==> config.mk <==
export PLATFORM = sky130hd
export DESIGN_NAME = fractal_sync_initiator
export DESIGN_NICKNAME = d
export VERILOG_FILES = /design/src/rtl/fractal_sync_initiator.sv
export SDC_FILE = /design/constraint.sdc
export NUM_CORES = 1
export LEC_CHECK = 0
export ABC_AREA = 1
export CORE_MARGIN = 2
export CORE_UTILIZATION = 43
export CTS_CLUSTER_SIZE = 30
export DETAILED_ROUTE_END_ITERATION = 8
export PLACE_DENSITY = 0.82
export SLEW_MARGIN = 20
export SYNTH_ARGS = -nofsm -noshare
export SYNTH_HDL_FRONTEND = slang
export SYNTH_SLANG_ARGS = --single-unit
==> constraint.sdc <==
create_clock -name clk_i -period 1.6 [get_ports clk_i]
set_input_delay 0.24 -clock clk_i [delete_from_list [all_inputs] [get_ports clk_i]]
set_output_delay 0.24 -clock clk_i [all_outputs]
set_load 0.05 [all_outputs]
==> src/rtl/fractal_sync_initiator.sv <==
// Core-side requester for the fractal synchronization tree: one barrier at a time, sync beat out, wake back, done to core.
// Optional wait-state timeout enabled by defining FRACTAL_SYNC_INITIATOR_TIMEOUT_EN.
module fractal_sync_initiator #(
  parameter int unsigned LVL_WIDTH      = 4,
  parameter int unsigned ID_WIDTH       = 2,
  parameter int unsigned N_REGS         = 4,
  parameter int unsigned TIMEOUT_CYCLES = 1024
) (
  input  logic                 clk_i,
  input  logic                 rst_i,
  input  logic                 req_i,
  input  logic [LVL_WIDTH-1:0] lvl_i,
  input  logic [ID_WIDTH-1:0]  id_i,
  output logic                 gnt_o,
  output logic                 busy_o,
  output logic                 done_o,
  output logic                 err_o,
  output logic                 sync_valid_o,
  input  logic                 sync_ready_i,
  output logic [LVL_WIDTH-1:0] sync_lvl_o,
  output logic [ID_WIDTH-1:0]  sync_id_o,
  input  logic                 wake_valid_i,
  input  logic [LVL_WIDTH-1:0] wake_lvl_i,
  input  logic [ID_WIDTH-1:0]  wake_id_i,
  input  logic                 wake_err_i
);

  localparam logic [2:0] S_IDLE  = 3'd0;
  localparam logic [2:0] S_CHECK = 3'd1;
  localparam logic [2:0] S_SEND  = 3'd2;
  localparam logic [2:0] S_WAIT  = 3'd3;
  localparam logic [2:0] S_RESP  = 3'd4;

  if (N_REGS > (32'd1 << ID_WIDTH)) begin : g_bad_n_regs
    $fatal(1, "N_REGS exceeds the id field range");
  end
  if (TIMEOUT_CYCLES < 1) begin : g_bad_timeout
    $fatal(1, "TIMEOUT_CYCLES must be at least 1");
  end

  logic [2:0]           state_q, state_d;
  logic [LVL_WIDTH-1:0] lvl_q, lvl_d;
  logic [ID_WIDTH-1:0]  id_q, id_d;
  logic                 err_q, err_d;
  logic                 illegal_c;
  logic                 wake_match_c;

  assign illegal_c    = (lvl_q == '0) || (32'(id_q) >= N_REGS);
  assign wake_match_c = wake_valid_i && (wake_lvl_i == lvl_q) && (wake_id_i == id_q);

`ifdef FRACTAL_SYNC_INITIATOR_TIMEOUT_EN
  localparam int unsigned CNT_W = $clog2(TIMEOUT_CYCLES + 1);
  logic [CNT_W-1:0] cnt_q, cnt_d;
  logic             timeout_c;

  // Counter value equals completed unmatched WAIT cycles; limit reached on the last one.
  assign timeout_c = (cnt_q == CNT_W'(TIMEOUT_CYCLES - 1));
`endif

  always_ff @(posedge clk_i) begin
    if (rst_i) begin
      state_q <= S_IDLE;
      lvl_q   <= '0;
      id_q    <= '0;
      err_q   <= 1'b0;
`ifdef FRACTAL_SYNC_INITIATOR_TIMEOUT_EN
      cnt_q   <= '0;
`endif
    end else begin
      state_q <= state_d;
      lvl_q   <= lvl_d;
      id_q    <= id_d;
      err_q   <= err_d;
`ifdef FRACTAL_SYNC_INITIATOR_TIMEOUT_EN
      cnt_q   <= cnt_d;
`endif
    end
  end

  always_comb begin
    state_d = state_q;
    lvl_d   = lvl_q;
    id_d    = id_q;
    err_d   = err_q;
    case (state_q)
      S_IDLE: begin
        if (req_i) begin
          lvl_d   = lvl_i;
          id_d    = id_i;
          err_d   = 1'b0;
          state_d = S_CHECK;
        end
      end
      S_CHECK: begin
        if (illegal_c) begin
          err_d   = 1'b1;
          state_d = S_RESP;
        end else begin
          state_d = S_SEND;
        end
      end
      S_SEND: begin
        if (sync_ready_i) state_d = S_WAIT;
      end
      S_WAIT: begin
        // A match on the limit cycle takes priority over the timeout.
        if (wake_match_c) begin
          err_d   = wake_err_i;
          state_d = S_RESP;
        end
`ifdef FRACTAL_SYNC_INITIATOR_TIMEOUT_EN
        else if (timeout_c) begin
          err_d   = 1'b1;
          state_d = S_RESP;
        end
`endif
      end
      S_RESP:  state_d = S_IDLE;
      default: state_d = S_IDLE;
    endcase
`ifdef FRACTAL_SYNC_INITIATOR_TIMEOUT_EN
    cnt_d = ((state_q == S_WAIT) && (state_d == S_WAIT)) ? cnt_q + CNT_W'(1) : '0;
`endif
  end

  assign gnt_o        = (state_q == S_IDLE) && req_i;
  assign busy_o       = (state_q != S_IDLE);
  assign done_o       = (state_q == S_RESP);
  assign err_o        = (state_q == S_RESP) && err_q;
  assign sync_valid_o = (state_q == S_SEND);
  assign sync_lvl_o   = lvl_q;
  assign sync_id_o    = id_q;

endmodule

# After elaboration in Yosys (flattened, before gate mapping)
# Index checks and enable logic that the tools add are counted.
[classes] add_sub_neg=0 multipliers=0 div_mod_pow=0 order_cmp=0 eq_ne=10 shift=0 mux=9 bitwise_logic=0 reduce_logical=11
[ops] operator="3-bit two-way mux" n=4
[ops] operator="3-bit case mux with 4 select lines" n=1
[ops] operator="3-bit by 2-bit == test with 1-bit output (second input constant)" n=2
[ops] operator="2-bit inequality test (second input constant)" n=3
[ops] operator="3-bit nonzero test" n=2
[ops] operator="4-bit == test" n=1
[ops] operator="1-bit logical AND" n=4
[ops] operator="4-bit logical NOT" n=1
[ops] operator="4-bit AND reduction" n=1
[ops] operator="3-bit by 1-bit == test with 1-bit output (second input constant)" n=1
[ops] operator="3-bit == test (second input constant)" n=1
[ops] operator="3-bit logical NOT" n=1
[ops] operator="1-bit two-way mux" n=3
[ops] operator="1-bit case mux with 3 select lines" n=1
[ops] operator="3-bit AND reduction" n=1
[ops] operator="2-bit == test" n=1
[ops] operator="2-bit by 1-bit inequality test with 1-bit output (second input constant)" n=1
[ops] operator="2-bit AND reduction" n=1
[totals] ff_bits=10 latch_bits=0 mem_bits_rw=0 rom_bits=0 input_bits=18 out_inout_bits=11 wordCells=34 n_memories=0

# Logic depth before layout (Yosys ltp)
[depth] word_depth=5 mapped_depth=10 depth_no_buf=10

# Worst setup path before layout
# No wires, ideal clock.
[synth_path] path_kind="flip-flop to output port" from="reg state_q[2]" to="out err_o" t_arrival_ps=1939 t_required_ps=1360 setup_slack_ps=-579 stages_incl_launch_ff=3 n_path_buf=0 path_cell_list="dfxtp_1 inv_1 nor4_1"
[synth_between] elab_chain_cells=2
[synth_rtl] item="from (decl)" line_no="41" rtl="logic [2:0] state_q, state_d;"
[synth_rtl] item="from (signal assigned)" line_no="70" rtl="state_q <= state_d;"
[synth_rtl] item="3-bit == test" line_no="129" rtl="assign err_o = (state_q == S_RESP) && err_q;"
[synth_rtl] item="1-bit logical AND" line_no="129"
[synth_rtl] item="to (decl)" line_no="17" rtl="output logic err_o,"
# No other way between the ends.

# Worst setup path after layout
# Ends and elaborated chain as after synthesis.

==> summary.txt <==
Worst Setup Start Kind - flip-flop
R2R depth - 6
Clock Power Share - 14.6%
1st-pass router iterations - 4
Worst path bufs/invs - 2
Wire per inst - 10.7 um
Final setup vio count - 0
Largest area contributor in the netlist - dfxtp_1
Worst hold endpoint - sync_id_o[0]
Area after DPL - 980 sq um
Tmin final - 1.47 ns
CTS buffer count - 3
Final worst slack - 0.134 ns
Critical path data required time - 1.36 ns
Most frequent cells in the layout - nand2_1, inv_1, clkdlybuf4s50_1, dfxtp_1, inv_2
CP arrival - 1.23 ns
Worst Path Max Fanout - 3
Leakage - 0.486 nW
Max_cap viols - 0
Via/cell ratio - 4.87
RSZ-0062 raised after global routing - no
DRC Markers - 0
Clk_skew - 0.00389 ns
Post-synthesis compound-gate area fraction - 18.2%
Share of cells above drive strength 1 - 30.2%
Asr flop ratio synth - 0%
Outcome - finished clean
Die width - 42.8 um
Largest family of logic cells by synthesized area - simple AND/OR/NAND/NOR gates
Std-Cell Rows - 13
Antenna Cells - 0
Sequential-to-total area share from yosys stat - 31.0%
Hold path cells - 2
Die ar. - 1830 sq um
CTS Buffer Depth - 2
Worst-margin pin slew - 0.291 ns
Flop and latch count out of synthesis - 10
Post-CTS setup buffers - 0
Crit-path max cell delay - 0.45 ns
Commonest non-fill, non-tap cell in the layout - nand2_1
CP top delay family - flip-flops
Skew-Pair Late Insertion Delay - 0.28 ns
Setup Slack @ Placement - 0.0545 ns
Max H-tree Level - 1
DP Wirelength - 1190 um
Reg clk slew, reported paths - 0.08 ns
Top cells by area, synth - dfxtp_1, nand2_1, inv_1
Root buffer cell - clkbuf_4
Port Buffers - 28
Main synth FF type - dfxtp_1
P per Cell Area - 1610 nW/um^2
Simple-gate share of the synthesized area - 35.1%
Critical path endpoint category - output port
Initial Util - 47.8%
Count of different cell masters after synthesis - 25
First DRT Iteration DRCs - 16
Core Area - 1350 sq um
CTS tree - done
Slew Viols, Final - 0
Sequential share of power - 24.4%
Post-route cell area - 1020 sq um
R2r endpoint - sync_lvl_o[1]
Post-Synth Adder-Cell Area - 0%
Final antenna-violating net count - 0
Combinational share of power - 61.0%
Die Y - 42.8 um
Max rail drop VDD - 1.07 mV
Cell Chain, Critical Path - inv_1 -> nor4_4 -> buf_12
CP max-delay cell - dfxtp_1
Reg-to-reg slack, setup - 0.35 ns
Switching pwr - 0.806 mW
Routed vias - 687
Tot GR Track Use - 20.5%
Period Utilization, post-route - 91.6%
Avg Cell Area, Syn - 6.80 sq um
Hold Fails Final Rpt - 0
F_max - 682 MHz
Nets - 145
Switching part of the total - 48.8%
Yosys warning total - 0
Synth top area share - 31.0%
Vias in the first global route - 709
Synth Area in XOR/XNOR - 0%
Initial antenna violation count - 0
Placer congestion estimate - 0.911
Slew headroom - 80.6%
Largest net degree at the start of global routing - 13
Multiplexer share of the synthesized area - 0%
Worst Min Path Start - sync_id_o[0]
Area Overhead vs Synth - 58.7%
Global-route wire length before repair - 2840 um
Grt ovf - 0
Worst R2R Start - state_q[1]
Syn Nets - 113
Number of flops mapped to enable cells by yosys - 0
WL final - 1520 um
Io pins - 29
Clk sinks - 10
Post-Synthesis Cell Area - 646 sq um
Setup CP Type - reg2out
Hold crit path type - reg2reg
Cell count after synthesis - 95
Hold_buf cts - 0
Cell internal pwr - 0.845 mW
## Yosys cell counts, types with 2 or more instances
| cell | n |
|---|---|
| nand4_1 | 2 |
| inv_2 | 7 |
| a21oi_2 | 2 |
| o21ai_1 | 6 |
| nand2_2 | 3 |
| nor2_1 | 4 |
| a21oi_1 | 5 |
| nor2_4 | 3 |
| inv_1 | 17 |
| nor2_2 | 2 |
| dfxtp_1 | 10 |
| nand2_1 | 21 |
## state kept, by name (all words and copies together) (netlist names)
signal,flops
state_q,3
sync_lvl_o,4
err_q,1
sync_id_o,2
## final cells by class
| cell class | count | area, sq um |
|---|---|---|
| multi-input cells | 60 | 364 |
| flip-flops and latches | 10 | 200 |
| well taps | 15 | 18.8 |
| fillers | 97 | 325 |
| repair buffers | 28 | 315 |
| clock buffers | 4 | 36.3 |
| inverters | 24 | 90.1 |
## power by group through the flow
| stage | logic, mW | clock network, mW | registers, mW |
|---|---|---|---|
| 5_1_grt | 1.09 | 0.252 | 0.414 |
| 3_3_place_gp | 0.988 | 0 | 0.397 |
| 4_1_cts | 1.00 | 0.239 | 0.395 |
| 6_report | 1.01 | 0.242 | 0.402 |
| 3_5_place_dp | 0.995 | 0 | 0.401 |
| 2_1_floorplan | 0.556 | 0 | 0.522 |
## stage by stage
| step | util (%) | TNS [ns] | std cells | hold WS [ns] | total power [mW] |
|---|---|---|---|---|---|
| floorplan | - | -0.00671 | 95 | 0.309 | 1.08 |
| global placement | 72.6 | 0 | 137 | 0.476 | 1.38 |
| detailed placement | 72.6 | 0 | 137 | 0.477 | 1.40 |
| CTS | 75.3 | 0 | 141 | 0.487 | 1.64 |
| global route | 75.9 | 0 | 141 | 0.529 | 1.75 |
| finish | 75.9 | 0 | 141 | 0.490 | 1.65 |
## repair_timing
item	in CTS	in global routing
hold endpoints to repair	0	0
resized for setup	0	1
endpoints found under the setup margin	0	1
## worst min-delay path, cell delays in order, from the launching register on
cell     delay [ns]
dfxtp_1        0.32
inv_1          0.07
a21oi_1        0.06
## cell families after synthesis
logic type      Yosys count
compound gates           18
simple gates             42
flops                    10
buf+inv                  25
## worst max path at each step
stage / start / end / slack (ns) / depth (start not counted)
after floorplan: state_q[2] / err_o / -0.007 / 2
after global placement: wake_lvl_i[0] / err_q / 0.11 / 10
after detailed placement: wake_valid_i / err_q / 0.05 / 8
after CTS: state_q[2] / err_o / 0.09 / 3
after global routing: state_q[0] / sync_valid_o / 0.07 / 4
final: state_q[2] / err_o / 0.13 / 3
## layer usage
layer	vias to the layer above	GRT usage [%]	share of wire, %
li1	359	-	-
met1	293	24.8	45
met2	30	32.4	46
met3	5	4.26	6.1
met4	0	13.1	2.6
met5	-	0	0
Power figures use the tool's default switching activity.
